[config.mk]
export PLATFORM = sky130hd
export DESIGN_NAME = btn_event
export DESIGN_NICKNAME = d
export VERILOG_FILES = /design/src/rtl/btn_event.sv
export SDC_FILE = /design/constraint.sdc
export NUM_CORES = 1
export LEC_CHECK = 0
export ABC_CLOCK_PERIOD_IN_PS = 3890
export BUFFER_PORTS_ARGS = -buffer_cell sky130_fd_sc_hd__buf_4
export CORE_ASPECT_RATIO = 0.8
export CORE_MARGIN = 2
export CORE_UTILIZATION = 63
export DETAILED_ROUTE_END_ITERATION = 6
export PLACE_DENSITY_LB_ADDON = 0.2
export SLEW_MARGIN = 20
export SYNTH_ARGS = -nofsm -noshare
export SYNTH_HDL_FRONTEND = slang
export SYNTH_SLANG_ARGS = --single-unit
[constraint.sdc]
create_clock -name clk -period 3.89 [get_ports clk]
set_input_delay 0.389 -clock clk [delete_from_list [all_inputs] [get_ports clk]]
set_output_delay 0.389 -clock clk [all_outputs]
set_load 0.1 [all_outputs]
[src/rtl/btn_event.sv]
// Button event generator: integrating stability filter plus press/release/long/repeat pulses.
// Optional auto-repeat is compiled in when BTN_REPEAT_EN is defined.
module btn_event #(
    parameter int unsigned STABLE_CYC = 500_000,
    parameter int unsigned LONG_CYC   = 50_000_000,
    parameter int unsigned REPEAT_CYC = 10_000_000,
    parameter int unsigned CNT_W      = 26
) (
    input  logic clk,
    input  logic rst_n,
    input  logic btn_lvl,
    output logic press_pulse,
    output logic release_pulse,
    output logic long_pulse,
    output logic repeat_pulse,
    output logic held
);

    if (STABLE_CYC < 1 || LONG_CYC < 1 || REPEAT_CYC < 1 || CNT_W < 1) begin : g_bad_param
        $error("btn_event: cycle parameters must be >= 1");
    end

    localparam logic [CNT_W-1:0] STABLE_V = CNT_W'(STABLE_CYC);
    localparam logic [CNT_W-1:0] LONG_V   = CNT_W'(LONG_CYC);

    typedef enum logic [1:0] {IDLE, ARM, HELD, REL} state_t;

    state_t           state_q, state_d;
    logic [CNT_W-1:0] stab_q, stab_d;
    logic [CNT_W-1:0] hold_q, hold_d;
    logic             press_q, press_d;
    logic             release_q, release_d;
    logic             long_q, long_d;
    logic             repeat_q, repeat_d;
    logic             held_q, held_d;

    logic [CNT_W-1:0] stab_inc;
    logic             stab_done;
    logic             hold_sat;

    // stab_q is zero in IDLE and HELD, so the same "done" test covers STABLE_CYC=1 there.
    assign stab_inc  = stab_q + 1'b1;
    assign stab_done = (stab_inc == STABLE_V);
    assign hold_sat  = (hold_q == LONG_V);

    always_comb begin
        state_d   = state_q;
        stab_d    = stab_q;
        hold_d    = hold_q;
        press_d   = 1'b0;
        release_d = 1'b0;
        long_d    = 1'b0;
        unique case (state_q)
            IDLE: begin
                if (btn_lvl) begin
                    if (stab_done) begin
                        state_d = HELD;
                        press_d = 1'b1;
                        hold_d  = '0;
                    end else begin
                        state_d = ARM;
                        stab_d  = stab_inc;
                    end
                end
            end
            ARM: begin
                if (!btn_lvl) begin
                    state_d = IDLE;
                    stab_d  = '0;
                end else if (stab_done) begin
                    state_d = HELD;
                    press_d = 1'b1;
                    stab_d  = '0;
                    hold_d  = '0;
                end else begin
                    stab_d = stab_inc;
                end
            end
            HELD: begin
                if (btn_lvl) begin
                    if (!hold_sat) begin
                        hold_d = hold_q + 1'b1;
                        long_d = ((hold_q + 1'b1) == LONG_V);
                    end
                end else if (stab_done) begin
                    state_d   = IDLE;
                    release_d = 1'b1;
                end else begin
                    state_d = REL;
                    stab_d  = stab_inc;
                end
            end
            REL: begin
                if (btn_lvl) begin
                    state_d = HELD;
                    stab_d  = '0;
                end else if (stab_done) begin
                    state_d   = IDLE;
                    release_d = 1'b1;
                    stab_d    = '0;
                end else begin
                    stab_d = stab_inc;
                end
            end
            default: begin
                state_d = IDLE;
                stab_d  = '0;
                hold_d  = '0;
            end
        endcase
        held_d = (state_d == HELD) || (state_d == REL);
    end

`ifdef BTN_REPEAT_EN
    localparam logic [CNT_W-1:0] REPEAT_V = CNT_W'(REPEAT_CYC);

    logic [CNT_W-1:0] rpt_q, rpt_d;
    logic [CNT_W-1:0] rpt_inc;

    assign rpt_inc = rpt_q + 1'b1;

    // Repeat counting only starts on HELD edges after hold_cnt has already saturated.
    always_comb begin
        rpt_d    = rpt_q;
        repeat_d = 1'b0;
        if (press_d) begin
            rpt_d = '0;
        end else if (state_q == HELD && btn_lvl && hold_sat) begin
            if (rpt_inc == REPEAT_V) begin
                rpt_d    = '0;
                repeat_d = 1'b1;
            end else begin
                rpt_d = rpt_inc;
            end
        end
    end

    always_ff @(posedge clk or negedge rst_n) begin
        if (!rst_n) begin
            rpt_q <= '0;
        end else begin
            rpt_q <= rpt_d;
        end
    end
`else
    assign repeat_d = 1'b0;
`endif

    always_ff @(posedge clk or negedge rst_n) begin
        if (!rst_n) begin
            state_q   <= IDLE;
            stab_q    <= '0;
            hold_q    <= '0;
            press_q   <= 1'b0;
            release_q <= 1'b0;
            long_q    <= 1'b0;
            repeat_q  <= 1'b0;
            held_q    <= 1'b0;
        end else begin
            state_q   <= state_d;
            stab_q    <= stab_d;
            hold_q    <= hold_d;
            press_q   <= press_d;
            release_q <= release_d;
            long_q    <= long_d;
            repeat_q  <= repeat_d;
            held_q    <= held_d;
        end
    end

    assign press_pulse   = press_q;
    assign release_pulse = release_q;
    assign long_pulse    = long_q;
    assign repeat_pulse  = repeat_q;
    assign held          = held_q;

endmodule

==> results.sh, run 1 <==
export IMPL_cts_resized_gates=0
export IMPL_tns_ps=0
export IMPL_critical_path_endpoint_type="flop"
export IMPL_ys_ff_latch=57
export IMPL_netlist_area_um2=4040
export IMPL_min_period_ps=3450
export IMPL_drc_errors=0
export IMPL_p_sw_frac=0.296
export IMPL_synth_warnings=0
export IMPL_fp_dieH_um=75.6
export IMPL_finalWorstSetupSlack_ps=441
export IMPL_critical_path_top_delay_family="simple AND/OR/NAND/NOR gates"
export IMPL_ys_flop_type="dfrtp_1"
export IMPL_power_switching_mw=0.422
export IMPL_antenna_found_initial=0
export IMPL_rsz0062_at_grt="no"
export IMPL_clk_pin_slew_ps=70
export IMPL_synth_area_top_cells="dfrtp_1, o21ai_0, nand2_1"
export IMPL_synth_seq_area_share=0.353
export IMPL_cts_sinks=57
export IMPL_max_slew_worst_pin_slew_ps=844
export IMPL_cp_start_kind="flop"
export IMPL_synthDistinctLibCells=69
export IMPL_overflow=0
export IMPL_grt_pass1_wl_um=16700
export IMPL_antenna_left=0
export IMPL_grt_start_max_net_pins=58
export IMPL_slew_viol_final=0
export IMPL_synth_common_cells="nand2_1, dfrtp_1, o21ai_0, nand3_1, nor2_1"
export IMPL_cp_cell_sequence="ha_1 -> nand2_1 -> nor4_1 -> or4b_1 -> a211oi_1 -> nand4_4 -> o21ai_2 -> buf_4 -> nand2_1 -> a31oi_1"
export IMPL_crit_type="flop to flop"
export IMPL_die_area_um2=7070
export IMPL_clockPowerShare=0.390
export IMPL_fillers=507
export IMPL_htree_levels=3
export IMPL_drt_pass1_iterations=5
export IMPL_n_antenna_cell=0
export IMPL_finClkSkew_ps=8.43
export IMPL_coreArea_um2=6280
export IMPL_areaGrowthSynthToFinish_pct=5.76
export IMPL_synth_top_area_frac=0.353
export IMPL_drt_vias_per_instance=6.80
export IMPL_grt_pass1_vias=3462
export IMPL_arrival_ps=3720
export IMPL_cts_buffers=9
export IMPL_slowest_delay_ps=490
export IMPL_crit_slowest_cell="or4b_1"
export IMPL_setup_violations_final=0
export IMPL_place_congestion=0.953
export IMPL_cts_hold_buf=0
export IMPL_maxCapViolations=0
export IMPL_syn_nets=506
export IMPL_yosys_area_top_type="dfrtp_1"
export IMPL_layout_drive_gt1_share=0.103
export IMPL_power_frac_seq=0.485
export IMPL_pin_count=8
export IMPL_p_int_mw=1.00
export IMPL_required_ps=4160
export IMPL_routed_wl_um=10200
export IMPL_slew_headroom=0.435
export IMPL_clk_latency_ps=350
export IMPL_port_buffers=6
export IMPL_critical_path_buf_inv_count=1
export IMPL_regArea_um2=1430
export IMPL_dpl_worst_slack_ps=499
export IMPL_die_x_um=93.5
export IMPL_power_density_nw_per_um2=333
export IMPL_cpMostUsedCell="nand2_1"
export IMPL_hold_path_class="input port to asynchronous set/reset pin"
export IMPL_initial_core_util=0.643
export IMPL_synthArstFlopShare=1.00
export IMPL_fmax_ghz=0.290
export IMPL_status="completed"
export IMPL_peakVddDrop_uv=200
export IMPL_syn_area_per_cell_um2=8.08
export IMPL_syn_instance_count=500
export IMPL_clockBufferDepth=2
export IMPL_multi_input_area_um2=2400
export IMPL_drt_iter0_markers=407
export IMPL_grt_usage=0.303
export IMPL_yosysMostFrequentCell="nand2_1"
export IMPL_vias=3931
export IMPL_combinationalPowerShare=0.124
export IMPL_postCtsSetupRepairBufs=0
export IMPL_dp_hpwl_um=7150
export IMPL_rows=26
export IMPL_wl_per_cell_um=17.7
export IMPL_p_leak_nw=1.56
export IMPL_synth_edff_count=0
export IMPL_cts_root_buf="clkbuf_8"
export IMPL_nets=496
export IMPL_path_max_fanout=11
export IMPL_finalHoldViolCount=0
export IMPL_period_share=0.887
export IMPL_cts_tree="built"
==> cells in the final DEF, fill, tap and decap left out, types with 9 or more instances in the layout <==
master     n
nand2_1   67
o21ai_0   51
dfrtp_1   57
nor3_1    18
or3_1     20
nand3b_1  15
inv_1     14
clkbuf_8  10
nor2_1    26
nand4_1   17
buf_4     12
a21oi_1    9
nand3_1   43
nor4_1     9
==> flip-flops by register name (all words and copies together) (netlist names), named ones only <==
| register | cells |
|---|---|
| long_pulse | 1 |
| hold_q | 26 |
| press_pulse | 1 |
| stab_q | 26 |
| release_pulse | 1 |
==> power groups by stage <==
stage,logic (mW),clock network [mW],registers (mW)
after floorplan,0.132,0,0.684
after global placement,0.168,0,0.697
after detailed placement,0.175,0,0.700
after CTS,0.175,0.566,0.689
after global routing,0.201,0.586,0.700
final,0.177,0.556,0.691
==> layer usage <==
metal  part of all wire  track usage  vias to the layer above
met4              0.014       0.0982                        0
met2               0.44        0.456                      181
met3              0.083       0.0791                       24
li1                   -            -                     1839
met5                  0            0                        -
met1               0.46        0.433                     1887
==> area by class of cell <==
type | count | area share
repair buffers | 12 | 0.0211
flip-flops and latches | 57 | 0.334
clock inverters | 5 | 0.0132
clock buffers | 10 | 0.0322
well taps | 84 | 0.0246
multi-input cells | 396 | 0.563
inverters | 14 | 0.0123
==> worst paths after layout <==
path,from,to,slack (ps),depth (start not counted)
min reg2reg,hold_q[25],hold_q[25],500,1
max in group asynchronous,rst_n,stab_q[8],3310,1
max reg2reg,stab_q[0],stab_q[10],440,10
min in group clk,btn_lvl,flop,320,2
min,rst_n,stab_q[20],100,1
max,stab_q[0],stab_q[10],440,10
==> kinds of logic (layout without fill, tap and decap cells) <==
family                     count (synthesis)  in the layout  synth area share
AOI/OAI and AO/OA                        112            112             0.185
and+or+nand+nor                          263            263             0.359
DFF                                       57             57             0.353
muxes                                      7              7            0.0189
xor gates and xnor gates                  10             10            0.0217
other                                      1              1          0.000928
buffers and inverters                     47             41            0.0523
adders and majority gates                  3              3           0.00929
==> through the flow <==
step                       util  total power [mW]  cells  area [um^2]  hold WS [ps]
after floorplan               -             0.816    500         4040          93.4
after global placement    0.649             0.865    563         4080           474
after detailed placement  0.649             0.874    563         4080           494
after CTS                 0.680              1.43    578         4270           117
after global routing      0.681              1.49    578         4270           161
final                     0.681              1.42    578         4270          98.5
No activity file was read; power rests on OpenSTA's default activity.
==> run 2: changes to the inputs <==
--- a/config.mk
+++ b/config.mk
@@ -11,6 +11,7 @@
 export CORE_MARGIN = 2
 export CORE_UTILIZATION = 63
 export DETAILED_ROUTE_END_ITERATION = 6
+export MAX_ROUTING_LAYER = met4
 export PLACE_DENSITY_LB_ADDON = 0.2
 export SLEW_MARGIN = 20
 export SYNTH_ARGS = -nofsm -noshare
==> run 2 against run 1 <==
Compared with the run above: sequential cell count unchanged; via count down 2.4%; sequential power about the same; die area unchanged; critical path type unchanged.
==> results.sh, run 2 (same netlist as run 1, synthesis figures left out) <==
export IMPL_grt_start_max_net_pins=58
export IMPL_cts_buffers=9
export IMPL_drt_vias_per_instance=6.62
export IMPL_cts_root_buf="clkbuf_8"
export IMPL_place_congestion=0.947
export IMPL_cts_tree="built"
export IMPL_clockPowerShare=0.388
export IMPL_power_switching_mw=0.434
export IMPL_slew_headroom=0.406
export IMPL_r2r_setup_slack_ps=440
export IMPL_port_buffers=6
export IMPL_fp_dieH_um=75.6
export IMPL_combinationalPowerShare=0.124
export IMPL_postCtsSetupRepairBufs=0
export IMPL_critical_path_endpoint_type="flop"
export IMPL_hold_path_class="input port to asynchronous set/reset pin"
export IMPL_pin_count=8
export IMPL_dp_hpwl_um=6840
export IMPL_drc_errors=0
export IMPL_fmax_ghz=0.290
export IMPL_routed_wl_um=10000
export IMPL_p_int_mw=0.987
export IMPL_grt_pass1_vias=3248
export IMPL_period_share=0.886
export IMPL_htree_levels=3
export IMPL_r2r_end="stab_q[13]"
export IMPL_grt_pass1_wl_um=16000
export IMPL_final_cell_mix="nand2_1, dfrtp_1, o21ai_0"
export IMPL_vias=3835
export IMPL_required_ps=4180
export IMPL_antenna_found_initial=0
export IMPL_clockBufferDepth=2
export IMPL_r2r_cells=10
export IMPL_clk_latency_ps=360
export IMPL_finClkSkew_ps=13.0
export IMPL_cp_start_kind="flop"
export IMPL_path_max_fanout=10
export IMPL_dpl_worst_slack_ps=486
export IMPL_cts_sinks=57
export IMPL_final_cell_area_um2=4270
export IMPL_max_slew_worst_pin_slew_ps=888
export IMPL_setup_violations_final=0
export IMPL_wl_per_cell_um=17.3
export IMPL_finalWorstSetupSlack_ps=443
export IMPL_crit_end="stab_q[13]"
export IMPL_min_period_ps=3450
export IMPL_die_area_um2=7070
export IMPL_power_frac_seq=0.488
export IMPL_initial_core_util=0.643
export IMPL_p_leak_nw=1.56
export IMPL_arrival_ps=3740
export IMPL_grt_usage=0.303
export IMPL_p_sw_frac=0.305
export IMPL_n_antenna_cell=0
export IMPL_clk_pin_slew_ps=70
export IMPL_antenna_left=0
export IMPL_final_util=0.679
export IMPL_rsz0062_at_grt="no"
export IMPL_tns_ps=0
export IMPL_post_dp_cell_area_um2=4080
export IMPL_drt_iter0_markers=447
export IMPL_die_x_um=93.5
export IMPL_areaGrowthSynthToFinish_pct=5.57
export IMPL_coreArea_um2=6280
export IMPL_status="completed"
export IMPL_layout_drive_gt1_share=0.103
export IMPL_crit_start="stab_q[0]"
export IMPL_top_regs="hold_q x26, stab_q x26"
export IMPL_r2r_start="stab_q[0]"
export IMPL_power_density_nw_per_um2=333
export IMPL_peakVddDrop_uv=228
export IMPL_crit_type="flop to flop"
export IMPL_slew_viol_final=0
export IMPL_nets=496
export IMPL_cts_resized_gates=0
export IMPL_rows=26
export IMPL_overflow=0
export IMPL_cts_hold_buf=0
export IMPL_maxCapViolations=0
export IMPL_layout_commonest_cell="nand2_1"
export IMPL_drt_pass1_iterations=6
export IMPL_finalHoldViolCount=0
run 2: worst min-delay path by stage:
stage | to
finish | stab_q[19]
floorplan | asynchronous set/reset pin
detailed placement | stab_q[23]
CTS | stab_q[19]
global route | stab_q[22]
global placement | hold_q[25]
run 2: cell type report:
class / count / area (um^2)
clock buffer: 10 / 128
clock inverter: 6 / 58.8
fill: 500 / 2010
inverter: 14 / 52.6
multi-input combinational: 396 / 2400
sequential: 57 / 1430
tap: 84 / 105
timing repair buffer: 12 / 90.1
run 2: critical path: stages, from the launching register on:
cell,delay (ps)
dfrtp_1,440
ha_1,230
nand2_1,210
nor4_1,440
or4b_1,490
a211oi_1,390
nand4_4,190
o31ai_4,450
buf_4,280
o21bai_1,130
a21o_1,140
run 2: power by group through the flow:
stage	Sequential, mW	Combinational (mW)	Clock (mW)
floorplan	0.684	0.132	0
global placement	0.697	0.168	0
detailed placement	0.701	0.174	0
CTS	0.690	0.176	0.563
global route	0.702	0.201	0.579
finish	0.693	0.176	0.552
run 2: routing by layer:
layer / vias up / routed length (um) / GRT usage / share of wire
li1: 1841 / - / - / -
met2: 173 / 4150 / 0.414 / 0.41
met3: 21 / 947 / 0.0851 / 0.094
met1: 1800 / 4770 / 0.432 / 0.48
met5: - / 0 / - / 0
met4: 0 / 162 / 0.103 / 0.016
run 2: stage by stage:
stage | cells | hold slack, ps | power [mW]
after floorplan | 500 | 93.4 | 0.816
after global placement | 563 | 475 | 0.865
after detailed placement | 563 | 497 | 0.876
after CTS | 579 | 112 | 1.43
after global routing | 579 | 147 | 1.48
final | 579 | 84.8 | 1.42
